### src/rtl/morse_receiver_pkg.sv
// Shared definitions for the Morse receiver: FSM states,
// letter indices, the letter table and default timing.
package morse_defs;

  typedef enum logic [1:0] {
    IDLE,
    MARK,
    SPACE,
    DECODE
  } state_t;

  localparam logic [2:0] LET_A = 3'd0;
  localparam logic [2:0] LET_B = 3'd1;
  localparam logic [2:0] LET_C = 3'd2;
  localparam logic [2:0] LET_D = 3'd3;
  localparam logic [2:0] LET_E = 3'd4;
  localparam logic [2:0] LET_F = 3'd5;
  localparam logic [2:0] LET_G = 3'd6;
  localparam logic [2:0] LET_H = 3'd7;

  localparam logic [27:0] DEF_TICK_DIV  = 28'd12499999;
  localparam logic [3:0]  DEF_DASH_MIN  = 4'd3;
  localparam logic [3:0]  DEF_GAP_TICKS = 4'd6;

  typedef struct packed {
    logic [2:0] count;
    logic [3:0] pattern;
    logic [2:0] index;
  } entry_t;

  typedef struct packed {
    logic       hit;
    logic [2:0] index;
  } lookup_t;

  localparam entry_t [0:7] LETTER_TABLE = '{
    '{3'd2, 4'b0010, LET_A},
    '{3'd4, 4'b0001, LET_B},
    '{3'd4, 4'b0101, LET_C},
    '{3'd3, 4'b0001, LET_D},
    '{3'd1, 4'b0000, LET_E},
    '{3'd4, 4'b0100, LET_F},
    '{3'd3, 4'b0011, LET_G},
    '{3'd4, 4'b0000, LET_H}
  };

  function automatic lookup_t lookup(
    input logic [2:0] cnt,
    input logic [3:0] pat
  );
    lookup_t r;
    r = '0;
    for (int i = 0; i < 8; i++) begin
      if (LETTER_TABLE[i].count == cnt &&
          LETTER_TABLE[i].pattern == pat) begin
        r.hit   = 1'b1;
        r.index = LETTER_TABLE[i].index;
      end
    end
    return r;
  endfunction

endpackage

### src/rtl/morse_receiver_tick_gen.sv
// Restartable rate divider: one-cycle tick every
// TICK_DIV+1 cycles, realigned by restart.
module tick_gen #(
  parameter logic [27:0] TICK_DIV = 28'd12499999
) (
  input  logic clock,
  input  logic reset_n,
  input  logic restart,
  output logic tick
);

  logic [27:0] count;

  assign tick = (count == 28'd0);

  always_ff @(posedge clock or negedge reset_n) begin
    if (!reset_n) begin
      count <= TICK_DIV;
    end else if (restart || tick) begin
      count <= TICK_DIV;
    end else begin
      count <= count - 28'd1;
    end
  end

endmodule

### src/rtl/morse_receiver.sv
// Morse receiver: times key marks/gaps, collects dots and
// dashes, decodes letters A..H to a 3-bit index.
module morse_receiver
  import morse_defs::*;
#(
  parameter logic [27:0] TICK_DIV  = DEF_TICK_DIV,
  parameter logic [3:0]  DASH_MIN  = DEF_DASH_MIN,
  parameter logic [3:0]  GAP_TICKS = DEF_GAP_TICKS
) (
  input  logic       clock,
  input  logic       reset_n,
  input  logic       key_in,
  output logic [2:0] letter,
  output logic       letter_valid,
  output logic       error,
  output logic [2:0] sym_count,
  output logic [3:0] pattern
);

  logic    s1, ks, ks_d;
  logic    rise, fall, ks_edge;
  logic    tick;
  logic    [3:0] dur;
  state_t  state;
  lookup_t hit;

  assign rise    = ks & ~ks_d;
  assign fall    = ~ks & ks_d;
  assign ks_edge = rise | fall;
  assign hit     = lookup(sym_count, pattern);

  always_ff @(posedge clock or negedge reset_n) begin
    if (!reset_n) begin
      s1   <= 1'b0;
      ks   <= 1'b0;
      ks_d <= 1'b0;
    end else begin
      s1   <= key_in;
      ks   <= s1;
      ks_d <= ks;
    end
  end

  tick_gen #(
    .TICK_DIV(TICK_DIV)
  ) u_tick (
    .clock  (clock),
    .reset_n(reset_n),
    .restart(ks_edge),
    .tick   (tick)
  );

  always_ff @(posedge clock or negedge reset_n) begin
    if (!reset_n) begin
      dur <= 4'd0;
    end else if (ks_edge) begin
      dur <= 4'd0;
    end else if (tick && dur != 4'd15) begin
      dur <= dur + 4'd1;
    end
  end

  always_ff @(posedge clock or negedge reset_n) begin
    if (!reset_n) begin
      state        <= IDLE;
      letter       <= 3'd0;
      letter_valid <= 1'b0;
      error        <= 1'b0;
      sym_count    <= 3'd0;
      pattern      <= 4'd0;
    end else begin
      letter_valid <= 1'b0;
      error        <= 1'b0;
      unique case (state)
        IDLE: begin
          if (rise) state <= MARK;
        end
        MARK: begin
          if (fall) begin
            unique case (1'b1)
              (dur == 4'd0): begin
                state <= (sym_count != 3'd0) ? SPACE : IDLE;
              end
              (sym_count == 3'd4): begin
                error     <= 1'b1;
                pattern   <= 4'd0;
                sym_count <= 3'd0;
                state     <= IDLE;
              end
              default: begin
                pattern[sym_count[1:0]] <= (dur >= DASH_MIN);
                sym_count <= sym_count + 3'd1;
                state     <= SPACE;
              end
            endcase
          end
        end
        SPACE: begin
          // a rising edge beats a coincident gap tick
          if (rise) begin
            state <= MARK;
          end else if (tick && dur == GAP_TICKS - 4'd1) begin
            state <= DECODE;
          end
        end
        DECODE: begin
          if (hit.hit) begin
            letter       <= hit.index;
            letter_valid <= 1'b1;
          end else begin
            error <= 1'b1;
          end
          pattern   <= 4'd0;
          sym_count <= 3'd0;
          state     <= IDLE;
        end
        default: state <= IDLE;
      endcase
    end
  end

endmodule

### config.mk
export PLATFORM = sky130hd
export DESIGN_NAME = morse_receiver
export DESIGN_NICKNAME = d
export VERILOG_FILES = /design/src/rtl/morse_receiver_pkg.sv /design/src/rtl/morse_receiver_tick_gen.sv /design/src/rtl/morse_receiver.sv
export SDC_FILE = /design/constraint.sdc
export NUM_CORES = 1
export LEC_CHECK = 0
export BUFFER_PORTS_ARGS = -buffer_cell sky130_fd_sc_hd__clkbuf_2
export CAP_MARGIN = 15
export CELL_PAD_IN_SITES_DETAIL_PLACEMENT = 0
export CELL_PAD_IN_SITES_GLOBAL_PLACEMENT = 2
export CORE_AREA = 2 2 118 63
export DETAILED_ROUTE_END_ITERATION = 7
export DIE_AREA = 0 0 120 65
export PLACE_DENSITY_LB_ADDON = 0.1
export SYNTH_ARGS = -nofsm -noshare
export SYNTH_HDL_FRONTEND = slang
export SYNTH_SLANG_ARGS = --single-unit
### constraint.sdc
create_clock -name clock -period 5.03 [get_ports clock]
set_input_delay 0.2515 -clock clock [delete_from_list [all_inputs] [get_ports clock]]
set_output_delay 0.2515 -clock clock [all_outputs]
set_load 0.05 [all_outputs]
### Word level (Yosys, flattened, before mapping)

Index checks and enable logic that the tools add are counted.

| word-level totals | value |
|---|---|
| register bits | 49 |
| bits of input ports | 3 |
| output and inout port bits | 12 |
| word-level logic and storage cells | 96 |

| cells by class | value |
|---|---|
| add/subtract/negate cells | 3 |
| order comparisons | 3 |
| eq/ne operators | 19 |
| multiplexer cells | 33 |
| bitwise logic cells | 5 |
| reductions and logical operators | 22 |

Operators by type and width:

| kind | number |
|---|---|
| 2-to-1 mux 4 bit | 11 |
| logical NOT 28 bit | 1 |
| 2-to-1 mux 28 bit | 1 |
| subtractor 28 x 1 -> 28 bit, second input constant | 1 |
| one-hot mux 4 bit (2 select lines) | 2 |
| one-hot mux 3 bit (2 select lines) | 2 |
| logical AND 1 bit | 11 |
| 2-to-1 mux 2 bit | 5 |
| == test 2 x 4 -> 1 bit, first input constant | 2 |
| == test 3 x 4 -> 1 bit, first input constant | 2 |
| logical NOT 4 bit | 2 |
| one-hot mux 2 bit (4 select lines) | 1 |
| == test 2 x 3 -> 1 bit, first input constant | 2 |
| 2-to-1 mux 1 bit | 6 |
| != test 2 bit, second input constant | 3 |
| AND reduction 3 bit | 2 |
| adder 4 x 1 -> 4 bit, second input constant | 1 |
| bitwise mux 4 bit | 1 |
| == test 1 x 4 -> 1 bit, first input constant | 1 |
| == test 2 bit, second input constant | 2 |
| == test 4 x 3 -> 1 bit, second input constant | 1 |
| greater-or-equal comparator 4 x 2 -> 1 bit, second input constant | 1 |
| != test 4 bit, second input constant | 1 |
| one-hot mux 2 bit (2 select lines) | 1 |
| 19 further kinds | 22 |

### Longest topological paths before layout

Gate-level depths: netlist of run 1.

| depth | value |
|---|---|
| word-level depth | 12 |
| depth in mapped cells | 7 |
| depth with buffers taken out | 6 |

### By module

A second synthesis of run 1 with hierarchy kept.

| unflattened totals | value |
|---|---|
| cells, all modules | 296 |
| area total of the unflattened synthesis | 2,813.9 µm² |

By module, submodules not included:

| module | times used | cells each | area an instance (µm²) | seq. area each (µm²) |
|---|---|---|---|---|
| tick_gen | 1 | 170 | 1,636.6 | 720.7 |
| morse_receiver | 1 | 126 | 1,177.4 | 525.5 |

### Worst setup path before layout of run 1

Ideal clock, no wire load.

| timing path | value |
|---|---|
| path kind | reg-to-reg |
| start point | register sym_count[0] |
| end point | register letter[0] |
| library setup time | 0.125 ns |
| data arrival time | 2.240 ns |
| required time | 4.905 ns |
| setup slack | 2.666 ns |
| cell stages (with the launch flop) | 7 |
| buffers on the path | 0 |
| clock period less this slack | 2.364 ns |
| cells stage by stage | dfrtp_1 -> inv_1 -> ha_1 -> nor4bb_1 -> a211oi_1 -> nor2_1 -> mux2_2 |

| on the way | value |
|---|---|
| longest elaborated chain between the ends | 11 |
| elaborated cells on any way between the ends | 21 |
| classes of those cells | eq/ne (4); mux (8); reduce/logical (9) |

Ends and longest elaborated chain:

| what | line | source |
|---|---|---|
| from (decl) | morse_receiver.sv:16 | `output logic [2:0] sym_count,` |
| from (signal assigned) | morse_receiver.sv:92 | `sym_count <= sym_count + 3'd1;` |
| == test 2 x 3 -> 1 bit | morse_receiver_pkg.sv:54 | `if (LETTER_TABLE[i].count == cnt &&` |
| logical AND 1 bit | morse_receiver_pkg.sv:54 |  |
| 2-to-1 mux 4 bit (7 in a row) | morse_receiver_pkg.sv:54 |  |
| 2-to-1 mux 4 bit (*) | morse_receiver_pkg.sv:54 |  |
| AND reduction 2 bit (no line) | -- |  |
| to (signal assigned) | morse_receiver.sv:108 | `letter <= hit.index;` |
| to (decl) | morse_receiver.sv:13 | `output logic [2:0] letter,` |

Every way passes the cells marked *; elsewhere a longest branch is shown, timed or not.
A chain may end at the register's enable or synchronous reset.

### Worst setup path in the final report of run 1

| timing path | value |
|---|---|
| start point | register u_tick.count[8] |
| end point | register u_tick.count[8] |

| on the way | value |
|---|---|
| longest elaborated chain between the ends | 3 |
| elaborated cells on any way between the ends | 4 |
| classes of those cells | add/sub (1); mux (1); reduce/logical (2) |

Ends and longest elaborated chain:

| what | line | source |
|---|---|---|
| from (decl) | morse_receiver_tick_gen.sv:12 | `logic [27:0] count;` |
| from (signal assigned) | morse_receiver_tick_gen.sv:22 | `count <= count - 28'd1;` |
| branches (longest 2 deep; another with subtractor 28 x 1 -> 28 bit) | -- |  |
| 2-to-1 mux 28 bit (*) | morse_receiver_tick_gen.sv:19 | `end else if (restart \|\| tick) begin` |

Every way passes the cells marked *.

==> reports/results.txt, run 1 <==
mux cell area share after synthesis = 0.0232
Setup Skew = 0.00388 ns
critical path required time = 5.19 ns
Initial Utilization = 0.399
worst slew pin tran = 1.12 ns
Vias = 2177
Initial DRC Count = 193
Max Freq = 361 MHz
vias in the first global route = 1974
largest net degree at the start of global routing = 50
clock slew at reported path FFs = 0.06 ns
Avg Vias per Cell = 5.55
initial antenna violation count = 0
CP max stage delay = 0.77 ns
critical path class = reg2reg
Die W = 120 um
post-synthesis adder-cell area fraction = 0.0545
syn_nets = 299
Final period util = 0.551
fin. max-slew vios = 0
Wirelength per Cell = 17.2 um
# nets final = 310
Async SR Flop Fraction = 1.00
Post-synth top cells = dfrtp_1, nand2_1, nor2_1
Die Ht = 65 um
worst hold slack = 0.0472 ns
Synth Flop Type = dfrtp_1
R2R Setup Slk = 2.26 ns
Post-DP HPWL = 4750 um
FF+latch count, synth = 49
CP delay by family, top = simple AND/OR/NAND/NOR gates
Sink Count = 49
all-layer global routing usage = 0.189
Die ar. = 0.00780 sq mm
Synth cell types = 53
I/O Pins = 15
layout cells sized above 1 = 0.176
CP max FO = 18
CTS Buf Count = 5
Final Hold Vio Count = 0
number of synthesized flops with an enable pin = 0
max_cap viols = 0
Power Density = 291 mW/mm^2
leak pwr = 1.19 nW
RSZ-0062 raised after global routing = no
Synth Area in Compound Gates = 0.143
YS warnings = 0
maximum VDD drop = 0.143 mV
R2R Path End = u_tick.count[8]$_DFF_PN0_
Hold Buf Count CTS = 0
area of the multi-input gates = 0.00141 sq mm
1st-pass router iterations = 4
startpoint types = register
status = finished clean
Layout area overhead = 12.1%
row count = 22
IO buf count = 14
simple-gate share of the synthesized area = 0.251
post-synth top area share = 0.300
Reg area = 0.00125 sq mm
count leader, synth = dfrtp_1
Worst-Skew Late Latency = 0.30 ns
core footprint = 0.00691 sq mm
Resized cells post-CTS = 0
routed wire length = 6740 um
Fin Setup TNS = 0 ns
setup violators final = 0
H-tree levels = 2
CP bufs+invs = 0
setup bufs post-CTS = 0
worst hold path type = in2async
R2R cell count = 4
Clock Tree Buf Depth = 2
Max-slew headroom = 0.253
Tmin final = 2.77 ns
crit path capture type = register
cells after synthesis = 284
largest family of logic cells by synthesized area = simple AND/OR/NAND/NOR gates
diodes inserted = 0
Cell Area, Synth = 0.00276 sq mm
FF-to-FF Start = u_tick.count[8]$_DFF_PN0_
Slowest cell on crit path = o31ai_2
CTS tree = built
ranking of synthesized cells by area = dfrtp_1, dfstp_2, ha_1, nand2_1, nor2_1
Fillers = 679
first-pass GRT wire length = 11100 um
Post-Syn Area per Cell = 9.70 sq um
grt total ovfl = 0
critical-path cell list = nor4_2 -> nand3_1 -> o31ai_2 -> nor2_1
CTS root buf = clkbuf_16
XOR/XNOR Fraction of Synth Area = 0.0413
Seq/Total Area, Yosys = 0.452
critical path data arrival time = 2.93 ns
post-route ant nets = 0
cell taking the most area after synthesis = dfrtp_1
# DRC = 0
gpl congestion = 0.825
placed cells by master, fill, tap and decap left out, drive strengths merged, types with 3 or more instances in the layout:
| cell | netlist | routed |
|---|---|---|
| nor2 | 23 | 23 |
| inv | 13 | 13 |
| xor2 | 7 | 7 |
| o21ai | 4 | 4 |
| nor3 | 6 | 6 |
| o41ai | 4 | 4 |
| xnor2 | 6 | 6 |
| or3b | 3 | 3 |
| nand2 | 32 | 32 |
| nor2b | 3 | 3 |
| nand4b | 3 | 3 |
| nand3 | 16 | 16 |
| dfstp | 16 | 16 |
| nor4 | 11 | 11 |
| o31ai | 5 | 5 |
| a21oi | 10 | 10 |
| a211oi | 4 | 4 |
| ha | 12 | 12 |
| dfrtp | 33 | 33 |
| nand4 | 6 | 6 |
| mux2i | 3 | 3 |
| a22o | 5 | 5 |
| clkbuf | 10 | 20 |
| mux2 | 3 | 3 |
| nand2b | 3 | 3 |
| or4 | 9 | 9 |
worst max path at each step:
stage                                   start                          to  slack (ns)  cells past startpoint
floorplan            sym_count[0]$_DFFE_PN0P_       letter[0]$_DFFE_PN0P_        2.67                      6
global placement    u_tick.count[8]$_DFF_PN0_  u_tick.count[19]$_DFF_PN1_        2.34                      4
detailed placement  u_tick.count[8]$_DFF_PN0_  u_tick.count[16]$_DFF_PN0_        2.30                      4
CTS                 u_tick.count[8]$_DFF_PN0_  u_tick.count[16]$_DFF_PN0_        2.27                      4
global route        u_tick.count[8]$_DFF_PN0_   u_tick.count[6]$_DFF_PN0_        1.89                      4
finish              u_tick.count[8]$_DFF_PN0_   u_tick.count[8]$_DFF_PN0_        2.26                      4
flip-flops by register name, summed over array words and instances (netlist names):
name	count
dur	4
error	1
ks	1
ks_d	1
letter	3
letter_valid	1
pattern	4
s1	1
state	2
sym_count	3
u_tick.count	28
metal layers:
layer / share of wire / up-vias / global-route usage
met4: 0.013 / 0 / 0.0544
met5: 0 / - / 0
met1: 0.60 / 1040 / 0.331
met2: 0.32 / 54 / 0.204
li1: - / 1076 / -
met3: 0.060 / 7 / 0.0484
final cells by class:
type | instances | share of cell area
Clock inverter | 2 | 0.0122
Multi-Input combinational cell | 210 | 0.457
Clock buffer | 6 | 0.0450
Tap cell | 96 | 0.0389
Timing Repair Buffer | 16 | 0.0275
Inverter | 13 | 0.0158
Sequential cell | 49 | 0.403
logic make-up after synthesis:
family,Yosys count
compound gates,53
xor+xnor,13
fa+ha+maj,12
buf+inv,25
flops,49
mux,6
simple gates,126
through the flow:
stage	power (mW)	setup slack, ns	util	instance area, sq um	instances
after floorplan	0.476	2.67	-	2760	284
after global placement	0.503	2.34	0.422	2910	384
after detailed placement	0.503	2.30	0.422	2910	384
after CTS	0.909	2.27	0.447	3090	392
after global routing	0.941	1.89	0.447	3090	392
final	0.897	2.26	0.447	3090	392
power breakdown:
| part | leakage (nW) | switching [mW] | internal, mW |
|---|---|---|---|
| Combinational | 0.490 | 0.0478 | 0.0224 |
| Clock | 0.0831 | 0.153 | 0.248 |
| Sequential | 0.619 | 0.0181 | 0.408 |
| Total | 1.19 | 0.219 | 0.678 |
worst register-to-register path: cells and delay by family, from the launching register on:
family	cells	cell delay, ns
simple gates	3	1.40
compound gates	1	0.77
flops	1	0.46
Note: power is estimated with default switching activity, not from simulation.
==> run 2: changes to the inputs <==
- CORE_AREA: 2 2 118 63 -> 2 2 129 68
- DIE_AREA: 0 0 120 65 -> 0 0 131 70
- clock period: 5.03 -> 2.3 ns (I/O delays scaled with it)
==> reports/results.txt, run 2 (same netlist as run 1, synthesis figures left out) <==
# DRC = 0 (unchanged)
Fin Setup TNS = 0 ns (unchanged)
clock slew at reported path FFs = 0.07 ns (about the same)
Final period util = 0.966 (+0.415)
most frequent cells in the layout = nand2_1, dfrtp_1, buf_4
fin. max-slew vios = 0 (unchanged)
Layout area overhead = 21.2%
maximum VDD drop = 0.278 mV (+95%)
Max-slew headroom = 0.483 (+0.230)
Largest register FFs = 28 (unchanged)
hold path start = s1$_DFF_PN0_
Power Density = 550 mW/mm^2 (+89%)
post-route cell area = 0.00334 sq mm (+8.1%)
Largest regs = u_tick.count: 28 flops, dur: 4 flops, pattern: 4 flops
critical path data arrival time = 2.43 ns (-0.50 ns)
Max Freq = 450 MHz (+25%)
routed wire length = 7310 um (+8.4%)
cell depth of the worst setup path = 5 (+1)
CP startpoint = u_tick.count[18]$_DFF_PN1_
Setup Skew = 0.00954 ns (+0.00566 ns)
all-layer global routing usage = 0.172 (-0.0176)
placed cell area = 0.00317 sq mm (+8.7%)
# nets final = 341 (+10%)
critical path required time = 2.51 ns (-2.68 ns)
commonest non-fill, non-tap cell in the layout = nand2_1
Final Hold Vio Count = 0 (unchanged)
setup bufs post-CTS = 0 (unchanged)
Die W = 131 um (+9.2%)
grt total ovfl = 0 (unchanged)
Initial Utilization = 0.334 (-0.0651)
worst hold path type = reg2reg
CP max FO = 5 (-13)
Die ar. = 0.00917 sq mm (+18%)
critical path class = reg2reg
Initial DRC Count = 115 (-40%)
critical-path cell list = or3_1 -> buf_4 -> or4b_2 -> nor4_1 -> o2bb2ai_1
CTS Buf Count = 5 (unchanged)
RSZ-0062 raised after global routing = no
Total Power = 1.84 mW (+100%)
gpl congestion = 0.778 (-5.7%)
CP max stage delay = 0.67 ns (-0.10 ns)
IO buf count = 14 (unchanged)
first-pass GRT wire length = 11800 um (+5.6%)
status = finished clean
I/O Pins = 15 (unchanged)
Final Util = 0.404 (-0.0429)
1st-pass router iterations = 5 (+1)
Wirelength per Cell = 16.5 um (-4.3%)
CTS tree = built
vias in the first global route = 1997 (+1.2%)
Post-DP HPWL = 5410 um (+14%)
post-route ant nets = 0 (unchanged)
Die Ht = 70 um (+7.7%)
worst hold slack = 0.359 ns (+0.312 ns)
Top reg by flops = u_tick.count
Avg Vias per Cell = 5.20 (-6.4%)
CP delay by family, top = simple AND/OR/NAND/NOR gates
setup violators final = 0 (unchanged)
FF-to-FF Start = u_tick.count[18]$_DFF_PN1_
Tmin final = 2.22 ns (-0.550 ns)
Vias = 2309 (+6.1%)
CTS root buf = clkbuf_16
leak pwr = 1.33 nW (+12%)
initial antenna violation count = 0 (unchanged)
R2R cell count = 5 (+1)
worst slew pin tran = 0.764 ns (-0.353 ns)
Sink Count = 49 (unchanged)
core footprint = 0.00826 sq mm (+20%)
CP bufs+invs = 1 (+1)
largest net degree at the start of global routing = 50 (unchanged)
Clock Tree Buf Depth = 2 (unchanged)
layout cells sized above 1 = 0.263 (+0.0873)
H-tree levels = 2 (unchanged)
crit path capture type = register
Worst-Skew Late Latency = 0.29 ns (about the same)
Fillers = 853 (+26%)
max_cap viols = 0 (unchanged)
row count = 24 (+9.1%)
Slowest cell on crit path = or4b_2
Hold Crit Depth = 0
startpoint types = register
diodes inserted = 0 (unchanged)
[run 2: final timing paths]
kind / end / slack (ns)
setup / recovery: u_tick.count[27]$_DFF_PN0_ / 0.08
hold / removal: ks$_DFF_PN0_ / 0.36
setup reg to reg: u_tick.count[27]$_DFF_PN0_ / 0.08
hold reg to reg: ks$_DFF_PN0_ / 0.36
max in group asynchronous: sym_count[1]$_DFFE_PN0P_ / 1.36
min in group asynchronous: s1$_DFF_PN0_ / 0.46
[run 2: per-layer routing]
layer  global-route usage  part of all wire  up-vias  wire, um
met5                    0                 0        -         0
met4               0.0390            0.0077        0        56
met3               0.0414             0.044        5       323
met2                0.172              0.32       53      2340
met1                0.322              0.63     1112      4590
li1                     -                 -     1139         -
[run 2: worst register-to-register path, stage by stage (launching register included)]
cell       delay (ns)
dfstp_2          0.39
or3_1            0.42
buf_4            0.17
or4b_2           0.67
nor4_1           0.32
o2bb2ai_1        0.16
[run 2: area by class of cell]
cell class / count / area [sq um] / area share
inverter: 13 / 48.8 / 0.0146
tap: 117 / 146 / 0.0439
timing repair buffer: 47 / 323 / 0.0967
clock buffer: 7 / 133 / 0.0397
multi-input combinational: 210 / 1430 / 0.430
clock inverter: 1 / 5.00 / 0.00150
sequential: 49 / 1250 / 0.374
[run 2: report_power, final]
| group | leakage, nW | switching (mW) | total [mW] | internal (mW) |
|---|---|---|---|---|
| Sequential | 0.616 | 0.0204 | 0.913 | 0.892 |
| Combinational | 0.648 | 0.131 | 0.202 | 0.0707 |
| Clock | 0.0679 | 0.320 | 0.723 | 0.403 |
| Total | 1.33 | 0.471 | 1.84 | 1.37 |
[run 2: through the flow]
| stage | instances | worst slack [ns] |
|---|---|---|
| after floorplan | 284 | 0.0629 |
| after global placement | 434 | 0.0614 |
| after detailed placement | 434 | 0.0170 |
| after CTS | 444 | 0.00570 |
| after global routing | 444 | 0.00794 |
| final | 444 | 0.0786 |
[run 2: timing repair]
action                                  in CTS  in global routing
gates resized for setup                      0                  4
endpoints found under the setup margin       0                 14
hold buffers                                 2                  0
hold endpoints to repair                    34                  0
